## src/rtl/m_store_buffer_if.sv

```systemverilog
//------------------------------------------------------------------------------
// Module   : m_store_buffer_if
// Purpose  : Store/load/DM-port bundle for m_store_buffer (master = pipeline side).
// Revision : 1.0 - initial release
//------------------------------------------------------------------------------
`default_nettype none

`ifndef DM_sb
`define DM_sb 2'b00
`endif
`ifndef DM_sh
`define DM_sh 2'b01
`endif
`ifndef DM_sw
`define DM_sw 2'b10
`endif

interface m_store_buffer_if #(
    parameter int PTR_W = 2
);
    logic             st_valid;
    logic [31:0]      st_addr;
    logic [31:0]      st_data;
    logic [1:0]       st_type;
    logic [31:0]      st_pc;
    logic             st_ready;
    logic             ld_valid;
    logic [31:0]      ld_addr;
    logic             ld_stall;
    logic             ld_fwd_valid;
    logic [31:0]      ld_fwd_data;
    logic             dm_ready;
    logic             dm_we;
    logic [31:0]      dm_addr;
    logic [31:0]      dm_wd;
    logic [1:0]       dm_type;
    logic [31:0]      dm_pc;
    logic [PTR_W:0]   count;
    logic             empty;

    modport master (
        output st_valid, st_addr, st_data, st_type, st_pc, ld_valid, ld_addr, dm_ready,
        input  st_ready, ld_stall, ld_fwd_valid, ld_fwd_data,
               dm_we, dm_addr, dm_wd, dm_type, dm_pc, count, empty
    );

    modport slave (
        input  st_valid, st_addr, st_data, st_type, st_pc, ld_valid, ld_addr, dm_ready,
        output st_ready, ld_stall, ld_fwd_valid, ld_fwd_data,
               dm_we, dm_addr, dm_wd, dm_type, dm_pc, count, empty
    );
endinterface

`default_nettype wire

```

## src/rtl/m_store_buffer.sv

```systemverilog
//------------------------------------------------------------------------------
// Module   : m_store_buffer
// Purpose  : FIFO store buffer between M-stage and DM write port with load-hazard
//            detection; optional store-to-load forwarding under SB_LOAD_FWD_EN.
// Revision : 1.0 - initial release
//------------------------------------------------------------------------------
`default_nettype none

module m_store_buffer #(
    parameter int DEPTH = 4,
    parameter int PTR_W = 2
) (
    input  logic             clk,
    input  logic             reset,
    m_store_buffer_if.slave  sb
);

    localparam logic [1:0]     c_TYPE_SW = `DM_sw;
    localparam logic [PTR_W:0] c_PTR_ONE = 1;

    logic [31:0]      r_addr [DEPTH];
    logic [31:0]      r_data [DEPTH];
    logic [1:0]       r_type [DEPTH];
    logic [31:0]      r_pc   [DEPTH];
    logic [DEPTH-1:0] r_valid;
    logic [PTR_W:0]   r_head;
    logic [PTR_W:0]   r_tail;

    logic             w_full;
    logic             w_empty;
    logic             w_push;
    logic             w_pop;
    logic [PTR_W-1:0] w_head_idx;
    logic [PTR_W-1:0] w_tail_idx;
    logic [PTR_W-1:0] w_scan_idx;
    logic             w_hit;
    logic [1:0]       w_hit_type;
    logic [31:0]      w_hit_data;

    assign w_head_idx = r_head[PTR_W-1:0];
    assign w_tail_idx = r_tail[PTR_W-1:0];
    assign w_full     = (r_head[PTR_W] != r_tail[PTR_W]) && (w_head_idx == w_tail_idx);
    assign w_empty    = (r_head == r_tail);
    // Push uses the pre-pop full flag: a same-cycle drain never frees a slot.
    assign w_push     = sb.st_valid && !w_full;
    assign w_pop      = !w_empty && sb.dm_ready;

    always_ff @(posedge clk) begin
        if (reset) begin
            r_head  <= '0;
            r_tail  <= '0;
            r_valid <= '0;
        end else begin
            if (w_push) begin
                r_valid[w_tail_idx] <= 1'b1;
                r_tail              <= r_tail + c_PTR_ONE;
            end
            if (w_pop) begin
                r_valid[w_head_idx] <= 1'b0;
                r_head              <= r_head + c_PTR_ONE;
            end
        end
    end

    always_ff @(posedge clk) begin
        if (w_push) begin
            r_addr[w_tail_idx] <= sb.st_addr;
            r_data[w_tail_idx] <= sb.st_data;
            r_type[w_tail_idx] <= sb.st_type;
            r_pc[w_tail_idx]   <= sb.st_pc;
        end
    end

    assign sb.st_ready = !w_full;
    assign sb.dm_we    = w_pop;
    assign sb.dm_addr  = w_empty ? 32'd0 : r_addr[w_head_idx];
    assign sb.dm_wd    = w_empty ? 32'd0 : r_data[w_head_idx];
    assign sb.dm_type  = w_empty ? 2'd0  : r_type[w_head_idx];
    assign sb.dm_pc    = w_empty ? 32'd0 : r_pc[w_head_idx];
    assign sb.count    = r_tail - r_head;
    assign sb.empty    = w_empty;

    // Scan oldest to youngest so the last match seen is the youngest one.
    always_comb begin
        w_hit      = 1'b0;
        w_hit_type = '0;
        w_hit_data = '0;
        w_scan_idx = '0;
        for (int k = 0; k < DEPTH; k++) begin
            w_scan_idx = w_head_idx + PTR_W'(k);
            if (r_valid[w_scan_idx] && (r_addr[w_scan_idx][31:2] == sb.ld_addr[31:2])) begin
                w_hit      = 1'b1;
                w_hit_type = r_type[w_scan_idx];
                w_hit_data = r_data[w_scan_idx];
            end
        end
    end

`ifdef SB_LOAD_FWD_EN
    assign sb.ld_fwd_valid = sb.ld_valid && w_hit && (w_hit_type == c_TYPE_SW);
    assign sb.ld_fwd_data  = sb.ld_fwd_valid ? w_hit_data : 32'd0;
    assign sb.ld_stall     = sb.ld_valid && w_hit && (w_hit_type != c_TYPE_SW);
`else
    logic w_unused_fwd;
    assign w_unused_fwd    = ^{w_hit_type, w_hit_data, c_TYPE_SW};
    assign sb.ld_fwd_valid = 1'b0;
    assign sb.ld_fwd_data  = 32'd0;
    assign sb.ld_stall     = sb.ld_valid && w_hit;
`endif

endmodule

`default_nettype wire

```

## src/flat_wrapper.sv

```systemverilog
// flat-port wrapper written by rule: the top's interface ports become plain ports
module m_store_buffer_flat 
#(
    parameter int DEPTH = 4,
    parameter int PTR_W = 2
)
  (clk, reset, sb_st_valid, sb_st_addr, sb_st_data, sb_st_type, sb_st_pc, sb_ld_valid, sb_ld_addr, sb_dm_ready, sb_st_ready, sb_ld_stall, sb_ld_fwd_valid, sb_ld_fwd_data, sb_dm_we, sb_dm_addr, sb_dm_wd, sb_dm_type, sb_dm_pc, sb_count, sb_empty);
  m_store_buffer_if #(.PTR_W(PTR_W)) sb_i ();
  input  logic clk;
  input  logic reset;
  input wire logic [$bits(sb_i.st_valid)-1:0] sb_st_valid;
  input wire logic [$bits(sb_i.st_addr)-1:0] sb_st_addr;
  input wire logic [$bits(sb_i.st_data)-1:0] sb_st_data;
  input wire logic [$bits(sb_i.st_type)-1:0] sb_st_type;
  input wire logic [$bits(sb_i.st_pc)-1:0] sb_st_pc;
  input wire logic [$bits(sb_i.ld_valid)-1:0] sb_ld_valid;
  input wire logic [$bits(sb_i.ld_addr)-1:0] sb_ld_addr;
  input wire logic [$bits(sb_i.dm_ready)-1:0] sb_dm_ready;
  output wire logic [$bits(sb_i.st_ready)-1:0] sb_st_ready;
  output wire logic [$bits(sb_i.ld_stall)-1:0] sb_ld_stall;
  output wire logic [$bits(sb_i.ld_fwd_valid)-1:0] sb_ld_fwd_valid;
  output wire logic [$bits(sb_i.ld_fwd_data)-1:0] sb_ld_fwd_data;
  output wire logic [$bits(sb_i.dm_we)-1:0] sb_dm_we;
  output wire logic [$bits(sb_i.dm_addr)-1:0] sb_dm_addr;
  output wire logic [$bits(sb_i.dm_wd)-1:0] sb_dm_wd;
  output wire logic [$bits(sb_i.dm_type)-1:0] sb_dm_type;
  output wire logic [$bits(sb_i.dm_pc)-1:0] sb_dm_pc;
  output wire logic [$bits(sb_i.count)-1:0] sb_count;
  output wire logic [$bits(sb_i.empty)-1:0] sb_empty;
  assign sb_i.st_valid = sb_st_valid;
  assign sb_i.st_addr = sb_st_addr;
  assign sb_i.st_data = sb_st_data;
  assign sb_i.st_type = sb_st_type;
  assign sb_i.st_pc = sb_st_pc;
  assign sb_i.ld_valid = sb_ld_valid;
  assign sb_i.ld_addr = sb_ld_addr;
  assign sb_i.dm_ready = sb_dm_ready;
  assign sb_st_ready = sb_i.st_ready;
  assign sb_ld_stall = sb_i.ld_stall;
  assign sb_ld_fwd_valid = sb_i.ld_fwd_valid;
  assign sb_ld_fwd_data = sb_i.ld_fwd_data;
  assign sb_dm_we = sb_i.dm_we;
  assign sb_dm_addr = sb_i.dm_addr;
  assign sb_dm_wd = sb_i.dm_wd;
  assign sb_dm_type = sb_i.dm_type;
  assign sb_dm_pc = sb_i.dm_pc;
  assign sb_count = sb_i.count;
  assign sb_empty = sb_i.empty;
  m_store_buffer #(.DEPTH(DEPTH), .PTR_W(PTR_W)) u_core (.clk(clk), .reset(reset), .sb(sb_i));
endmodule
```

## config.mk

```make
export PLATFORM = sky130hd
export DESIGN_NAME = m_store_buffer_flat
export DESIGN_NICKNAME = d
export VERILOG_FILES = /design/src/rtl/m_store_buffer_if.sv /design/src/rtl/m_store_buffer.sv /design/src/flat_wrapper.sv
export SDC_FILE = /design/constraint.sdc
export NUM_CORES = 1
export LEC_CHECK = 0
export ABC_AREA = 1
export CAP_MARGIN = 15
export CORE_MARGIN = 10
export CORE_UTILIZATION = 56
export CTS_CLUSTER_DIAMETER = 120
export DETAILED_ROUTE_END_ITERATION = 10
export GPL_ROUTABILITY_DRIVEN = 0
export HOLD_SLACK_MARGIN = 0.05
export PLACE_DENSITY = 0.8
export SLEW_MARGIN = 40
export SYNTH_ARGS = -nofsm -noshare
export SYNTH_HDL_FRONTEND = slang
export SYNTH_SLANG_ARGS = --single-unit
```

## constraint.sdc

```tcl
create_clock -name clk -period 8.1 [get_ports clk]
set_input_delay 1.62 -clock clk [delete_from_list [all_inputs] [get_ports clk]]
set_output_delay 1.62 -clock clk [all_outputs]
set_load 0.05 [all_outputs]
```

==> Word level (Yosys, flattened, before mapping) <==
Memory sizes are Yosys's and may differ from the RTL's. A register that Yosys moved wholly into a read port is not among the register bits.
Cells that the tools add are included.
{ "word_totals": {"word_cells": 75, "regBits": 10, "out_inout_bits": 138, "inputBits": 135, "n_memories": 4, "mem_bits_rw": 392} }
{ "memory_table": {"columns": ["name", "words", "width", "read_ports", "rd_clocked_by_memory_dff", "write_ports", "line", "text"], "rows": [
  ["u_core.r_addr", 4, 32, 4, 1, 1, "m_store_buffer.sv:21", "logic [31:0] r_addr [DEPTH];"],
  ["u_core.r_data", 4, 32, 1, 1, 1, "m_store_buffer.sv:22", "logic [31:0] r_data [DEPTH];"],
  ["u_core.r_pc", 4, 32, 1, 1, 1, "m_store_buffer.sv:24", "logic [31:0] r_pc [DEPTH];"],
  ["u_core.r_type", 4, 2, 1, 1, 1, "m_store_buffer.sv:23", "logic [1:0] r_type [DEPTH];"]
]} }
{ "classes": {"add_sub_neg": 6, "magnitude_cmp": 7, "reduce_logical": 12, "muxes": 33, "n_bitwise": 3, "eq_ne": 7} }
{ "ops": {"columns": ["operator", "count"], "rows": [
  ["30-bit == test", 4],
  ["32-bit two-way mux", 3],
  ["2-bit two-way mux", 9],
  ["2-bit by 3-bit < comparator with 1-bit output (second input constant)", 5],
  ["1-bit two-way mux", 12],
  ["4-bit two-way mux", 3],
  ["1-bit logical AND", 10],
  ["1-bit binary-select mux with 2-bit select", 4],
  ["3-bit by 1-bit adder with 3-bit output (second input constant)", 2],
  ["2-bit adder (second input constant)", 2],
  ["4-bit bitwise AND", 1],
  ["1-bit demux with 2-bit select", 2],
  ["2-bit by 1-bit greater-or-equal comparator with 1-bit output (second input constant)", 2],
  ["4-bit inverter", 1],
  ["4-bit bitwise OR", 1],
  ["3-bit == test", 1],
  ["3-bit subtractor", 1],
  ["2-bit by 1-bit adder with 2-bit output (second input constant)", 1],
  ["2-bit == test", 1],
  ["1-bit zero test", 2],
  ["1-bit inequality test", 1]
]} }

==> Depth between registers and ports, before layout <==
Gate-level depths: netlist (run 1).
{ "logic_depth": {"word_depth": 9, "mapped_depth": 20, "depth_no_buf": 16} }

==> Worst setup path before layout (run 1) <==
No wires, ideal clock.
{ "synth_timing": {"path_type": "input -> register", "startpoint": "input sb_st_valid", "endpoint": "memory u_core.r_addr[3][0], enable pin", "setup_ps": 559, "slack_ps": 1583, "path_stages": 2, "t_arrival_ps": 5957, "required_ps": 7541, "path_buffers": 0, "cell_sequence": "nand2_1 > nor2_1"} }
{ "synth_between": {"elab_chain_cells": 3} }
{ "synth_lines": {"columns": ["element", "line", "text"], "rows": [
  ["start, declared", "flat_wrapper.sv:11", "input wire logic [$bits(sb_i.st_valid)-1:0] sb_st_valid;"],
  ["1-bit logical AND", "m_store_buffer.sv:45", "assign w_push = sb.st_valid && !w_full;"],
  ["1-bit two-way mux", "m_store_buffer.sv:66", "if (w_push) begin"],
  ["1-bit two-way mux (not written as such)", "m_store_buffer.sv:67", "r_addr[w_tail_idx] <= sb.st_addr;"],
  ["end, declared", "m_store_buffer.sv:21", null]
]} }
Every way passes these cells.

==> Worst setup path in the final report (run 1) <==
{ "layout_timing": {"startpoint": "register u_core.r_head[1]", "endpoint": "output sb_ld_stall"} }
{ "layout_between": {"elab_chain_cells": 8, "word_cells_on_any_way": 24, "classes_between": "3 x add/sub; 3 x eq/ne; 12 x mux; 5 x reduce/logical; 1 x memory"} }
{ "layout_lines": {"columns": ["element", "line", "text"], "rows": [
  ["start, declared", "m_store_buffer.sv:26", "logic [PTR_W:0] r_head;"],
  ["start signal, assigned", "m_store_buffer.sv:60", "r_head <= r_head + c_PTR_ONE;"],
  ["2-bit by 1-bit adder with 2-bit output / 1-bit binary-select mux with 2-bit select (equally long branches)", "m_store_buffer.sv:90, m_store_buffer.sv:91", null],
  ["memory read 4 x 32 bit, or another cell as far along", null, null],
  ["30-bit == test, or another cell as far along", "m_store_buffer.sv:91", "if (r_valid[w_scan_idx] && (r_addr[w_scan_idx][31:2] == sb.ld_addr[31:2])) begin"],
  ["1-bit logical AND / 1-bit two-way mux (equally long branches)", "m_store_buffer.sv:91", null],
  ["1-bit two-way mux (2 in a row)", "m_store_buffer.sv:91", null],
  ["1-bit two-way mux *", "m_store_buffer.sv:91", null],
  ["1-bit logical AND *", "m_store_buffer.sv:108", "assign sb.ld_stall = sb.ld_valid && w_hit;"],
  ["end, declared", "flat_wrapper.sv:20", "output wire logic [$bits(sb_i.ld_stall)-1:0] sb_ld_stall;"]
]} }
Every way passes the cells marked *; elsewhere a longest branch is shown, timed or not. The select of a mux whose other input is x is not followed.

==> run_results.csv, run 1 <==
group,metric,value,unit
global_routing,overflow,0,
setup_path,path_max_fanout,45,
sta,rsz0062_at_grt,"false",
run_status,status,"finished clean",
route,drt_iter0_markers,2194,
floorplanning,coreArea,0.03643,mm2
route,via_per_inst,5.847,
pwr,finalPower,7.440,mW
route,first_pass_iters,7,
sta,maxSlewHeadroom,0.4290,
route,postRouteAntennaNets,0,
final_layout,fin_nets,2665,
clock_tree,clk_latency,0.58,ns
clock_tree,htreeDepth,2,
synth,synth_area,0.02054,mm2
route,drcViolationCount,0,
pwr,p_sw,3.013,mW
global_routing,grt_pass1_vias,16834,
sta,fin_setup_tns,0,ns
sta,fin_skew,0.02554,ns
clock_tree,cts_tree,"done",
pwr,netSwitchingFraction,0.4049,
sta,fin_ws,0.6500,ns
global_routing,antenna_found_initial,7,
synth,ys.warnings.count,0,
synth,avgSynthCellArea,8.784,um2
flow_run,drv_cap,0,
clock_tree,cts-buffers-inserted,43,
floorplanning,die_h,211.5,um
synth,synth.most_common_cell,"nand2_1",
pwr,p_leak,9.634,nW
placed_design,port_buffers,237,
route,wl_per_cell,19.69,um
floorplanning,boundaryPins,273,
clock_tree,postCtsHoldBufs,0,
sta,fin_crit_sh,0.9198,
setup_path,start_kind,"flip-flop",
setup_path,cp_cell_sequence,"buf_4, clkinv_2, ha_2, clkinv_2, buf_4, nand3_1, nand3_1, nand2_1, nand3_1, nor2_1, nand2_1, nor2_1, nand2_1, nand2_1, nor2_1, nor2_1, clkdlybuf4s50_1",
pwr,ir_drop,273.2,uV
synth,synth-main-ff-cell,"edfxtp_1",
synth,yosysTopAreaCell,"edfxtp_1",
sta,worst_pin_slew,0.8565,ns
floorplanning,die_area,0.04473,mm2
final_layout,syn_to_final_growth,19.12,%
worst_hold_path,min_path_type,"flip-flop to flip-flop",
setup_path,crit_arrival,5.83,ns
sta,max_freq,134.2,MHz
placed_design,hpwl,36940,um
global_routing,grt_pass1_wl,90620,um
synth,ys_seq_area_frac,0.5849,
synth,synth-edff-count,392,
clock_tree,postCtsSetupRepairBufs,0,
sta,drv_slew,0,
sta,final-setup-viol-count,0,
placed_design,place_ws,1.695,ns
pwr,p_per_area,304.2,mW/mm2
sta,min_period,7.450,ns
setup_path,path_class,"flip-flop to primary output",
pwr,p_int,4.427,mW
setup_path,slowest_stage,"clkdlybuf4s50_1",
pwr,p_clk_frac,0.271,
clock_tree,cts_sinks,404,
synth,synth_commonest_cells,"713 x nand2_1, 392 x edfxtp_1, 367 x nand3_1",
floorplanning,initial_core_util,0.5636,
final_layout,drive_gt1_frac,0.04036,
route,drt_wl_total,59490,um
floorplanning,dieWidth,211.5,um
setup_path,endpoint_kind,"primary output",
synth,synth_area_leaders,"edfxtp_1 57%, nand2_1 13%, nand3_1 8.9%, nor2_1 6.4%, o21ai_0 3.4%",
floorplanning,placementRows,70,
sta,hold_violations,0,
synth,ys_ff_latch,404,
route,num_vias,17670,
setup_path,max_stage_delay,0.81,ns
global_routing,grt_util_all_layers,0.2576,
synth,synthCells,2338,
clock_tree,clockBufferDepth,3,
setup_path,cp.required,6.48,ns
clock_tree,postCtsResizedCells,0,
pwr,power_frac_comb,0.395,
synth,async_reset_ff_frac,0,
synth,synth_top_area_frac,0.5732,
global_routing,grt_max_degree,108,
synth,yosysUniqueCellTypes,25,
pwr,pwr-share-seq,0.334,
clock_tree,cts.clk_slew.worst_paths,0.06,ns
clock_tree,root_buffer,"clkbuf_16",
==> power by group through the flow <==
stage                     Combinational [mW]  Sequential [mW]  Clock, mW
after floorplan                         2.05             2.49          0
after global placement                  2.81             2.54          0
after detailed placement                2.87             2.54          0
after CTS                               2.89             2.50       2.04
after global routing                    3.16             2.50       2.12
final                                   2.94             2.49       2.02
==> worst paths after layout <==
kind                                               startpoint                            end  cells after the start  slack (ns)
worst min-delay path            u_core.r_tail[2]$_SDFFE_PP0P_  u_core.r_tail[2]$_SDFFE_PP0P_                      1        0.47
worst min register to register  u_core.r_tail[2]$_SDFFE_PP0P_  u_core.r_tail[2]$_SDFFE_PP0P_                      1        0.47
worst max register to register  u_core.r_head[1]$_SDFFE_PP0P_   u_core.r_pc[2][14]$_DFFE_PP_                      8        3.54
worst max-delay path            u_core.r_head[1]$_SDFFE_PP0P_                    sb_ld_stall                     17        0.65
==> kinds of logic after synthesis <==
logic type	after synthesis	share of synthesized area
other	1	0.0001826
flip-flops	404	0.5849
AO/OA/AOI/OAI	222	0.05484
buffers and inverters	234	0.05739
AND/OR/NAND/NOR	1457	0.2918
XOR/XNOR	9	0.003839
adder cells (fa/ha/maj)	11	0.007068
==> cells in the final DEF (no fill, tap or decap), drive strengths merged <==
master         instances
clkinv                21
diode                  2
o211ai                 1
nand4                 24
edfxtp               392
a21oi                 74
nand2                713
clkinvlp               3
ha                    10
a211oi                 4
clkbuf                50
nor3b                  1
xor2                   9
clkdlybuf4s50        237
fa                     1
bufinv                 6
conb                  33
o21ai                142
buf                   22
inv                   77
nand3                367
nor2                 352
dfxtp                 12
o21bai                 1
==> per-layer routing <==
layer,share of wire,wire (um),global-route usage,vias to the layer above
li1,-,-,-,8236
met2,0.47,27770,0.4136,1040
met3,0.12,7351,0.07927,160
met1,0.38,22540,0.3218,8224
met5,0.0011,65,0,-
met4,0.030,1767,0.09695,10
==> registers in the layout, indices dropped and copies added (netlist names), named ones only <==
register,flops
u_core.r_data,128
u_core.r_tail,3
u_core.r_pc,128
u_core.r_head,3
u_core.r_addr,128
u_core.r_type,8
u_core.r_valid,4
==> worst max-delay path: cells and delay by family, from the launching register on <==
family        cells  cell delay [ns]
buf+inv           5             3.10
flops             1             0.31
simple gates     11             1.16
fa+ha+maj         1             0.64
==> through the flow <==
step	instance area, um2	hold slack, ns	instances	utilization
final	24460	0.4670	3022	0.6714
after global routing	24460	0.5286	3020	0.6713
after CTS	24420	0.4810	3019	0.6703
after detailed placement	22970	0.4750	2941	0.6305
after global placement	22920	0.4391	2939	0.6291
after floorplan	20660	0.4250	2370	-
==> area by class of cell <==
type / instances / area [um2]
Clock buffer: 50 / 1102
Inverter: 79 / 315.3
Tap cell: 468 / 585.6
Timing Repair Buffer: 259 / 2592
Fill cell: 2723 / 11970
Sequential cell: 404 / 12020
Antenna cell: 2 / 5.005
Clock inverter: 28 / 347.8
Multi-Input combinational cell: 1732 / 7491
Power figures use the tool's default switching activity.
==> run 2, diff against run 1 <==
--- a/config.mk
+++ b/config.mk
@@ -8,12 +8,13 @@
 export ABC_AREA = 1
 export CAP_MARGIN = 15
 export CORE_MARGIN = 10
-export CORE_UTILIZATION = 56
+export CORE_UTILIZATION = 55
 export CTS_CLUSTER_DIAMETER = 120
 export DETAILED_ROUTE_END_ITERATION = 10
 export GPL_ROUTABILITY_DRIVEN = 0
 export HOLD_SLACK_MARGIN = 0.05
-export PLACE_DENSITY = 0.8
+export PLACE_DENSITY = 0.86
+export SETUP_SLACK_MARGIN = 0.4
 export SLEW_MARGIN = 40
 export SYNTH_ARGS = -nofsm -noshare
 export SYNTH_HDL_FRONTEND = slang
==> run 2 against run 1 <==
Effect of this change: count of clock-buffer cells in the layout is 1 lower; sequential cell count did not move; wire length increased by 2.1%; via count increased by 1.6%; cell count about the same; sequential share of layout area grew 0.30 points; sequential power hardly changed; utilization fell by 0.88 points; die area increased by 1.6%; highest routed layer unchanged.
==> run_results.csv, run 2 (same netlist as run 1, synthesis figures left out) <==
group,metric,value,unit
pwr,p_per_area,300.6,mW/mm2
sta,drv_slew,0,
placed_design,placedCellCount,2938,
floorplanning,placementRows,70,
final_layout,reg.largest.list,"u_core.r_addr x128, u_core.r_data x128, u_core.r_pc x128",
sta,hold_violations,0,
setup_path,endpoint_kind,"primary output",
sta,max_freq,140.3,MHz
pwr,ir_drop,270.2,uV
final_layout,fin_cells,3019,
flow_run,drv_cap,0,
clock_tree,clk_latency,0.56,ns
pwr,pwr-share-seq,0.340,
final_layout,drive_gt1_frac,0.03536,
final_layout,final_common_cell,"nand2_1",
run_status,status,"finished clean",
global_routing,grt_pass1_vias,17243,
global_routing,grt.met2_usage,0.4217,
clock_tree,cts_tree,"done",
global_routing,grt_max_degree,102,
worst_hold_path,min_path_type,"flip-flop to flip-flop",
clock_tree,postCtsHoldBufs,0,
global_routing,antenna_found_initial,12,
final_layout,final_cell_mix,"713 x nand2_1, 392 x edfxtp_1, 367 x nand3_1",
route,postRouteAntennaNets,0,
sta,worst_pin_slew,0.8863,ns
floorplanning,die_h,213.2,um
floorplanning,initial_core_util,0.5596,
setup_path,slowest_stage,"clkdlybuf4s50_1",
global_routing,busiest_layer,"met2",
setup_path,crit_family,"buffers and inverters",
floorplanning,coreArea,0.03670,mm2
final_layout,fin_nets,2661,
route,num_vias,17957,
pwr,power_frac_comb,0.405,
floorplanning,dieWidth,213.2,um
sta,fin_crit_sh,0.8800,
setup_path,crit_top_cell,"nand2_1",
clock_tree,postCtsResizedCells,0,
clock_tree,cts.clk_slew.worst_paths,0.06,ns
pwr,finalPower,7.308,mW
floorplanning,die_area,0.04547,mm2
pwr,p_int,4.306,mW
setup_path,crit_buf_inv,5,
pwr,netSwitchingFraction,0.4108,
route,first_pass_iters,6,
clock_tree,cts_sinks,404,
sta,min_period,7.128,ns
setup_path,start_kind,"flip-flop",
sta,rsz0062_at_grt,"false",
route,wl_per_cell,20.12,um
clock_tree,postCtsSetupRepairBufs,0,
sta,maxSlewHeadroom,0.4091,
pwr,p_sw,3.002,mW
setup_path,path_max_fanout,37,
final_layout,syn_to_final_growth,18.40,%
clock_tree,cts-buffers-inserted,42,
pwr,p_leak,9.555,nW
route,drt_iter0_markers,2073,
setup_path,max_stage_delay,0.81,ns
global_routing,grtUsageMet3,0.07683,
global_routing,grt_use_met1,0.3124,
placed_design,hpwl,38330,um
pwr,p_clk_frac,0.255,
setup_path,cp.required,6.48,ns
final_layout,fillers,2709,
placed_design,port_buffers,237,
global_routing,overflow,0,
setup_path,cp_cell_sequence,"buf_4, clkinv_2, ha_2, inv_2, buf_4, nand3_1, nand2_1, nand2_1, nand2_1, nand2_1, nor2_1, nand2_1, nor2_1, nand2_1, nand2_1, nor2_1, nor2_1, clkdlybuf4s50_1",
sta,fin_skew,0.01427,ns
global_routing,grt_pass1_wl,92430,um
clock_tree,root_buffer,"clkbuf_16",
sta,fin_setup_tns,0,ns
route,drt_wl_total,60730,um
setup_path,path_class,"flip-flop to primary output",
clock_tree,clockBufferDepth,3,
floorplanning,boundaryPins,273,
clock_tree,htreeDepth,2,
route,drcViolationCount,0,
route,via_per_inst,5.948,
global_routing,grt_util_all_layers,0.2588,
sta,final-setup-viol-count,0,
setup_path,crit_arrival,5.51,ns
-- run 2: changes by cell type in the layout (fill, tap and decap cells not counted), moves of 2 or more --
| cell | delta |
|---|---|
| buf_6 | +3 |
| clkinv_1 | +6 |
| inv_8 | -2 |
| inv_2 | +2 |
| diode_2 | +4 |
| clkinv_2 | -5 |
| bufinv_16 | -3 |
| buf_4 | -5 |
-- run 2: metrics by stage --
step                  util  setup slack (ns)  hold WS, ns  instance area, um2
floorplan                -             1.584       0.4250               20660
CTS                 0.6613             1.324       0.4680               24270
global placement    0.6247             1.989       0.4372               22920
global route        0.6624            0.7741       0.4989               24310
detailed placement  0.6251             1.937       0.4519               22940
finish              0.6626            0.9723       0.4693               24310
-- run 2: final cells by class --
class	instances	area, um2	share of cell area
Clock buffer	49	1077	0.04431
Tap cell	468	585.6	0.02408
Multi-Input combinational cell	1732	7491	0.3081
Sequential cell	404	12020	0.4945
Clock inverter	25	249.0	0.01024
Inverter	79	307.8	0.01266
Timing Repair Buffer	256	2566	0.1055
Antenna cell	6	15.01	0.0006175
-- run 2: worst paths after layout --
check / from / end / cells past startpoint / slack, ns
worst min register to register: u_core.r_tail[2]$_SDFFE_PP0P_ / u_core.r_tail[2]$_SDFFE_PP0P_ / 1 / 0.47
worst max-delay path: u_core.r_head[1]$_SDFFE_PP0P_ / sb_ld_stall / 18 / 0.97
worst max register to register: u_core.r_head[1]$_SDFFE_PP0P_ / u_core.r_pc[0][16]$_DFFE_PP_ / 9 / 3.75
worst min-delay path: u_core.r_tail[2]$_SDFFE_PP0P_ / u_core.r_tail[2]$_SDFFE_PP0P_ / 1 / 0.47
-- run 2: layer usage --
| layer | part of all wire | wire (um) |
|---|---|---|
| met1 | 0.35 | 21500 |
| met2 | 0.47 | 28570 |
| met3 | 0.13 | 8191 |
| met4 | 0.040 | 2412 |
| met5 | 0.00094 | 57 |
-- run 2: worst register-to-register path, cell delays in order, from the launching register on --
cell and delay [ns]:
dfxtp_1 0.31, buf_4 0.47, clkinv_2 0.75, ha_1 0.58, nand3_1 0.13, nand2_1 0.28
inv_1 0.15, nand2_1 0.10, inv_4 0.50, buf_6 0.64
-- run 2: power groups by stage --
stage | Clock [mW] | Sequential (mW) | Combinational [mW]
2_1_floorplan | 0 | 2.49 | 2.05
3_3_place_gp | 0 | 2.52 | 2.83
3_5_place_dp | 0 | 2.52 | 2.90
4_1_cts | 1.88 | 2.48 | 2.92
5_1_grt | 1.97 | 2.49 | 3.17
6_report | 1.86 | 2.48 | 2.96
